<file path="src/rtl/ahb_lite_dma_initiator.sv">
// Command-driven AHB-Lite master: one single transfer outstanding at a time,
// no bursts, no locking. Read data, error and timeout status are returned on
// a valid/ready response channel.
module ahb_lite_dma_initiator #(
  parameter int unsigned TIMEOUT = 256,
  parameter int unsigned TO_W    = 16
) (
  input  logic        clk,
  input  logic        reset_l,
  input  logic        cmd_valid,
  output logic        cmd_ready,
  input  logic [31:0] cmd_addr,
  input  logic [2:0]  cmd_size,
  input  logic        cmd_write,
  input  logic [63:0] cmd_wdata,
  output logic        rsp_valid,
  input  logic        rsp_ready,
  output logic [63:0] rsp_rdata,
  output logic        rsp_err,
  output logic        rsp_timeout,
  output logic        busy,
  output logic [31:0] haddr,
  output logic [2:0]  hburst,
  output logic        hmastlock,
  output logic [3:0]  hprot,
  output logic [2:0]  hsize,
  output logic [1:0]  htrans,
  output logic        hwrite,
  output logic [63:0] hwdata,
  input  logic [63:0] hrdata,
  input  logic        hready,
  input  logic        hresp
);

  typedef enum logic [1:0] {
    ST_IDLE,
    ST_ADDR,
    ST_DATA,
    ST_RESP
  } state_t;

  localparam bit              TO_EN   = (TIMEOUT != 0);
  localparam logic [TO_W-1:0] TO_LAST = TO_W'(TO_EN ? TIMEOUT - 1 : 0);

  state_t            state_q;
  state_t            state_d;

  logic [31:0]       addr_q;
  logic [2:0]        size_q;
  logic              write_q;
  logic [63:0]       wdata_q;
  logic [63:0]       rdata_q;
  logic              err_q;
  logic              to_q;
  logic [TO_W-1:0]   tcnt_q;

  logic              misaligned;
  logic              cmd_accept;
  logic              data_done;
  logic              to_hit;
  logic              tcnt_inc;
  logic              rsp_done;

  // Alignment check of the incoming command against its transfer size.
  always_comb begin
    misaligned = 1'b0;
    case (cmd_size)
      3'd0:    misaligned = 1'b0;
      3'd1:    misaligned = cmd_addr[0];
      3'd2:    misaligned = |cmd_addr[1:0];
      3'd3:    misaligned = |cmd_addr[2:0];
      default: misaligned = 1'b1;
    endcase
  end

  // Next-state decode; a stall reaching the timeout limit aborts straight to RESP.
  always_comb begin
    state_d    = state_q;
    cmd_accept = 1'b0;
    data_done  = 1'b0;
    to_hit     = 1'b0;
    tcnt_inc   = 1'b0;
    rsp_done   = 1'b0;
    case (state_q)
      ST_IDLE: begin
        if (cmd_valid) begin
          cmd_accept = 1'b1;
          state_d    = misaligned ? ST_RESP : ST_ADDR;
        end
      end
      ST_ADDR: begin
        if (hready) begin
          state_d = ST_DATA;
        end else if (TO_EN && (tcnt_q == TO_LAST)) begin
          to_hit  = 1'b1;
          state_d = ST_RESP;
        end else begin
          tcnt_inc = 1'b1;
        end
      end
      ST_DATA: begin
        if (hready) begin
          data_done = 1'b1;
          state_d   = ST_RESP;
        end else if (TO_EN && (tcnt_q == TO_LAST)) begin
          to_hit  = 1'b1;
          state_d = ST_RESP;
        end else begin
          tcnt_inc = 1'b1;
        end
      end
      ST_RESP: begin
        if (rsp_ready) begin
          rsp_done = 1'b1;
          state_d  = ST_IDLE;
        end
      end
      default: state_d = ST_IDLE;
    endcase
  end

  // State register.
  always_ff @(posedge clk or negedge reset_l) begin
    if (!reset_l) state_q <= ST_IDLE;
    else          state_q <= state_d;
  end

  // Consecutive-stall counter, restarted by a new transfer or any ready cycle.
  always_ff @(posedge clk or negedge reset_l) begin
    if (!reset_l)                            tcnt_q <= '0;
    else if (cmd_accept || hready || to_hit) tcnt_q <= '0;
    else if (tcnt_inc)                       tcnt_q <= tcnt_q + 1'b1;
  end

  // Command capture and response capture; response fields clear once consumed.
  always_ff @(posedge clk or negedge reset_l) begin
    if (!reset_l) begin
      addr_q  <= '0;
      size_q  <= '0;
      write_q <= 1'b0;
      wdata_q <= '0;
      rdata_q <= '0;
      err_q   <= 1'b0;
      to_q    <= 1'b0;
    end else begin
      if (cmd_accept) begin
        addr_q  <= cmd_addr;
        size_q  <= cmd_size;
        write_q <= cmd_write;
        wdata_q <= cmd_wdata;
        if (misaligned) begin
          rdata_q <= '0;
          err_q   <= 1'b1;
          to_q    <= 1'b0;
        end
      end
      if (data_done) begin
        rdata_q <= (!write_q && !hresp) ? hrdata : '0;
        err_q   <= hresp;
        to_q    <= 1'b0;
      end
      if (to_hit) begin
        rdata_q <= '0;
        err_q   <= 1'b1;
        to_q    <= 1'b1;
      end
      if (rsp_done) begin
        rdata_q <= '0;
        err_q   <= 1'b0;
        to_q    <= 1'b0;
      end
    end
  end

  assign cmd_ready   = (state_q == ST_IDLE);
  assign busy        = (state_q != ST_IDLE);
  assign rsp_valid   = (state_q == ST_RESP);
  assign rsp_rdata   = rdata_q;
  assign rsp_err     = err_q;
  assign rsp_timeout = to_q;

  assign haddr     = addr_q;
  assign hsize     = size_q;
  assign hwrite    = write_q;
  assign hwdata    = wdata_q;
  assign htrans    = (state_q == ST_ADDR) ? 2'b10 : 2'b00;
  assign hburst    = 3'b000;
  assign hmastlock = 1'b0;
  assign hprot     = 4'b0011;

endmodule

</file>
<file path="config.mk">
export PLATFORM = sky130hd
export DESIGN_NAME = ahb_lite_dma_initiator
export DESIGN_NICKNAME = d
export VERILOG_FILES = /design/src/rtl/ahb_lite_dma_initiator.sv
export SDC_FILE = /design/constraint.sdc
export NUM_CORES = 1
export LEC_CHECK = 0
export CAP_MARGIN = 40
export CORE_UTILIZATION = 38
export DETAILED_ROUTE_END_ITERATION = 6
export GPL_TIMING_DRIVEN = 0
export MAX_ROUTING_LAYER = met4
export PLACE_DENSITY = 0.77
export SLEW_MARGIN = 20
export SYNTH_ARGS = -nofsm -noshare
export SYNTH_HDL_FRONTEND = slang
export SYNTH_SLANG_ARGS = --single-unit
</file>
<file path="constraint.sdc">
create_clock -name clk -period 2.28 [get_ports clk]
set_input_delay 0.228 -clock clk [delete_from_list [all_inputs] [get_ports clk]]
set_output_delay 0.228 -clock clk [all_outputs]
set_load 0.005 [all_outputs]
</file>
# Word-level counts from Yosys, hierarchy flattened
# Cells that the tools add are included.
[totals] output_inout_bits=179 reg_bits=184 elab_cells=74 in_bits=170
[classes] eq_ne=9 muxes=39 add_sub_neg=1 reduce_logical=16
[op_table] operator="$mux 64" n=6
[op_table] operator="$mux 16" n=2
[op_table] operator="$mux 1" n=22
[op_table] operator="$add 16x1->16 const B" n=1
[op_table] operator="$eq 16x8->1 const B" n=1
[op_table] operator="$mux 2" n=7
[op_table] operator="$pmux 2 s4" n=1
[op_table] operator="$reduce_bool 4->1" n=2
[op_table] operator="$eq 3x2->1 const B" n=2
[op_table] operator="$eq 2x2->1 const B" n=2
[op_table] operator="$pmux 1 s4" n=1
[op_table] operator="$reduce_and 2->1" n=2
[op_table] operator="$reduce_bool 2->1" n=2
[op_table] operator="$reduce_or 2->1" n=2
[op_table] operator="$eq 3x1->1 const B" n=1
[op_table] operator="$logic_not 3->1" n=1
[op_table] operator="$reduce_or 3->1" n=1
[op_table] operator="$eq 2x1->1 const B" n=1
[op_table] operator="$logic_not 1->1" n=2
[op_table] operator="$logic_not 2->1" n=1
[op_table] operator="$logic_or 1x1->1" n=2
[op_table] operator="$ne 2x1->1 const B" n=1
[op_table] operator="$ne 2x2->1 const B" n=1
[op_table] operator="$logic_and 1x1->1" n=1

# Longest topological paths before layout
[logic_depth] depth_word=7 ltp_mapped=7 ltp_nobuf=6

# Worst setup path after synthesis
# OpenSTA, ideal clock, no wires.
[synth_path] path_type="reg-to-reg" startpoint="register tcnt_q[12]" endpoint="register rdata_q[3], in the netlist rsp_rdata[3]" n_path_buf=1 t_required_ps=2157 t_arrival_ps=2051 setup_ps=123 path_stages_with_launch=6 synth_period_minus_slack_ps=2175 path_slack_ps=105 cell_sequence="dfrtp_1 or4_1 or4_4 o21ai_4 buf_8 a21oi_2"
[synth_via] elab_chain_cells=6 elab_cells_between_ends=9 classes_between="eq/ne (1); mux (5); reduce/logical (3)"
[synth_lines] element="start, declared" line="55" source="logic [TO_W-1:0] tcnt_q;"
[synth_lines] element="start signal, assigned" line="132" source="else if (tcnt_inc) tcnt_q <= tcnt_q + 1'b1;"
[synth_lines] element="$eq 16x8->1 *" line="94, 105"
[synth_lines] element="$mux 1 *" line="94, 105"
[synth_lines] element="$mux 1 *" line="102" source="if (hready) begin"
[synth_lines] element="$mux 1 *"
[synth_lines] element="$reduce_bool 4->1 (no line) or $mux 64 (tied branches)"
[synth_lines] element="$reduce_and 2->1 (no line) or $mux 64 (tied branches)"
[synth_lines] element="end signal, assigned" line="158" source="rdata_q <= (!write_q && !hresp) ? hrdata : '0;"
[synth_lines] element="end, declared" line="52" source="logic [63:0] rdata_q;"
# Mark *: on every way between the ends. The rest lies on a longest branch, timed or not.
# A chain may end at the register's enable or synchronous reset.

# Final worst setup path
[layout_path] startpoint="register tcnt_q[13]" endpoint="register rdata_q[12], in the netlist rsp_rdata[12]"
# The elaborated chain is that of the path after synthesis.

==> impl_metrics.json <==
{
  "die_height_um": 145,
  "timing_worst_slew_pin_value_ns": 0.581,
  "numPortBuffers": 338,
  "crit_fanout": 10,
  "synth-adder-area-share_pct": 1.12,
  "hpwlAfterDp_um": 17300,
  "synth.area.mux_share_pct": 14.4,
  "synth_compound_area_share_pct": 13.4,
  "netlist_top_cells_count": "dfrtp_1, mux2_2, nand2_1",
  "cts.clk_slew.worst_paths_ns": 0.07,
  "grt_util_all_layers_pct": 22.8,
  "ys_ff_latch": 184,
  "vdd.ir_drop.worst_mv": 0.597,
  "layout_worst_path_cycle_share_pct": 97.0,
  "yosys_most_used_dff": "dfrtp_1",
  "num_antenna_cells": 0,
  "clock_sinks": 184,
  "grt_overflow_total": 0,
  "grt_max_degree": 82,
  "clock_skew_ns": 0.0108,
  "grt_antenna_before_repair": 0,
  "drv.max_cap_violation_count": 0,
  "multi_input_comb_area_um2": 2970,
  "detail_route.wirelength_um": 22900,
  "post-route-cell-area_um2": 12300,
  "die_w_um": 145,
  "core_region_area_um2": 20200,
  "asyncSetResetFlopFracSynth_pct": 100,
  "synth-simple-area-share_pct": 6.84,
  "synth.cell_area_um2": 7820,
  "run_status": "finished, final reports clean",
  "required_ns": 2.58,
  "seq_area_um2": 4610,
  "endpoint_kind": "flop",
  "crit_type": "flop to flop",
  "synth_top_cells_by_area": "dfrtp_1, mux2_2, o211ai_1",
  "path_delay_family": "simple AND/OR/NAND/NOR gates",
  "yosysWarnings": 0,
  "power.leakage_nw": 5.07,
  "floorplan.die_area_um2": 21200,
  "gp_congestion": 0.815,
  "min_period_ns": 2.21,
  "synth_sequential_area_ratio_pct": 58.9,
  "slowest_delay_ns": 0.59,
  "relSlewSlack_pct": 61.2,
  "cts-root-to-sink-buffers": 2,
  "avgRoutedWirePerCell_um": 17.6,
  "power_per_cell_area_nw_per_um2": 1150,
  "synth.most_common_cell": "dfrtp_1",
  "clock_insertion_delay_worst_skew_ns": 0.42,
  "netlist.top_cell.by_area": "dfrtp_1",
  "setup_viol": 0,
  "clockRootBuffer": "clkbuf_16",
  "setup.worst_path.start_class": "flop",
  "avgSynthCellArea_um2": 12.1,
  "crit_buf_inv": 2,
  "tritoncts": "done",
  "synthesis.instances": 645,
  "worst_reg2reg_path_depth": 6,
  "grt_pass1_vias": 6657,
  "antenna_left": 0,
  "postPlaceCellArea_um2": 11600,
  "hold_path.class": "input port to flop",
  "initial_core_util_pct": 38.7,
  "area.growth.synth_to_final_pct": 57.4,
  "post-route-drc-count": 0,
  "synth-edff-count": 0,
  "floorplan.rows": 52,
  "post-layout-total-power_mw": 14.2,
  "critPathSlowestCell": "or4_4",
  "dominant_combinational_cell_family_by_area_after_synthesis": "multiplexers",
  "arrival_ns": 2.51,
  "timing.critical_path.cells": "or4_4 > or4_4 > o21ai_4 > buf_12 > buf_8 > a21oi_2",
  "timing_hold_violations_final": 0,
  "finalMaxSlewViolations": 0,
  "synth-xor-area-share_pct": 1.23,
  "post_synth_num_cell_types": 44,
  "max_freq_mhz": 452,
  "worstSetupPathDepth": 6,
  "h-tree-depth": 4,
  "top_level_ports": 349,
  "finalNetCount": 1193,
  "cts_inserted_buffers": 17,
  "yosysTopAreaCellShare_pct": 58.9,
  "final_layout_size_suffix_gt1_share_pct": 19.5,
  "drtIter0Drc": 263,
  "detailroute.via_count": 6461,
  "fillerInstances": 1683,
  "critPathMostFrequentCell": "or4_4",
  "grt_first_pass_wirelength_um": 36400,
  "drt_pass1_iterations": 4,
  "avgViaCountPerCell": 4.98,
  "min_delay_path_depth": 3
}
-- power breakdown --
group	internal [mW]	total [mW]	switching, mW
clock network	1.43	2.78	1.35
registers	4.57	5.26	0.689
logic	3.88	6.15	2.27
-- through the flow --
stage                     cells  setup slack [ns]  hold slack (ns)   TNS, ns  util (%)
after floorplan             652             0.105          -0.0676         0         -
after global placement     1260             -6.99            0.485  -1347.27      57.2
after detailed placement   1263            -0.445            0.137    -42.28      57.5
after CTS                  1297           0.00597            0.275         0      60.5
after global routing       1298           -0.0221            0.338    -0.193      60.8
final                      1298            0.0686            0.304         0      60.8
-- flip-flops by register name, summed over array words and instances, names as in the netlist --
signal / flops
haddr: 32
hsize: 3
hwdata: 64
hwrite: 1
rsp_err: 1
rsp_rdata: 64
rsp_timeout: 1
state_q: 2
tcnt_q: 16
-- cell usage in the layout, fill, tap and decap left out, types with 3 or more instances in the layout --
cell	count
nand2_1	76
buf_6	5
xor2_1	5
o21ai_0	4
nor4_1	3
inv_8	3
a21oi_1	62
conb_1	9
dfrtp_1	183
nand3_1	6
mux2_2	100
buf_2	3
inv_6	6
buf_4	11
o211ai_1	64
nand4_1	6
clkbuf_2	23
inv_1	7
ha_1	6
or4_4	3
clkdlybuf4s50_1	337
buf_1	4
nor2_1	15
clkbuf_1	11
a21oi_2	10
clkbuf_16	17
xnor2_1	6
-- timing repair --
action,CTS,global route
pin swaps,1,1
setup endpoints to repair,145,135
setup buffers,2,2
resized for setup,14,31
endpoints found under the hold margin,40,0
hold buffers,1,0
-- final cells by class --
class / instances / area share [%]
inverters: 7 / 0.213
repair buffers: 346 / 28.5
clock buffers: 18 / 3.49
clock inverters: 13 / 0.915
well taps: 270 / 2.74
plain buffers: 54 / 2.57
flip-flops and latches: 184 / 37.4
multi-input cells: 406 / 24.1
-- tightest hold or removal path: cells and delay by family --
family / cells / cell delay, ns
compound gates: 1 / 0.11
buf+inv: 1 / 0.19
simple gates: 1 / 0.15
-- routing by layer --
| layer | global-route usage, % | wire length, um |
|---|---|---|
| met1 | 27.4 | 9300 |
| met2 | 37.0 | 11500 |
| met3 | 5.24 | 1370 |
| met5 | - | 0 |
| met4 | 9.74 | 725 |
-- logic make-up (layout without fill, tap and decap cells) --
kind of cell	Yosys count	after routing
flops	184	184
compound gates	158	158
simple gates	121	121
mux	100	100
buf+inv	62	438
xor+xnor	11	11
fa+ha+maj	7	7
other cells	2	9
-- path summary, 6_finish.rpt --
| path | from | to | slack (ns) |
|---|---|---|---|
| worst max-delay path | tcnt_q[13] | rsp_rdata[12] | 0.07 |
| worst min-delay path | hready | rsp_timeout | 0.30 |
| worst max register to register | tcnt_q[13] | rsp_rdata[12] | 0.07 |
| worst min register to register | haddr[31] | haddr[31] | 0.51 |
| max in group asynchronous | reset_l | rsp_rdata[12] | 1.23 |
| min in group asynchronous | reset_l | rsp_rdata[54] | 0.31 |
Note: power is estimated with default switching activity, not from simulation.
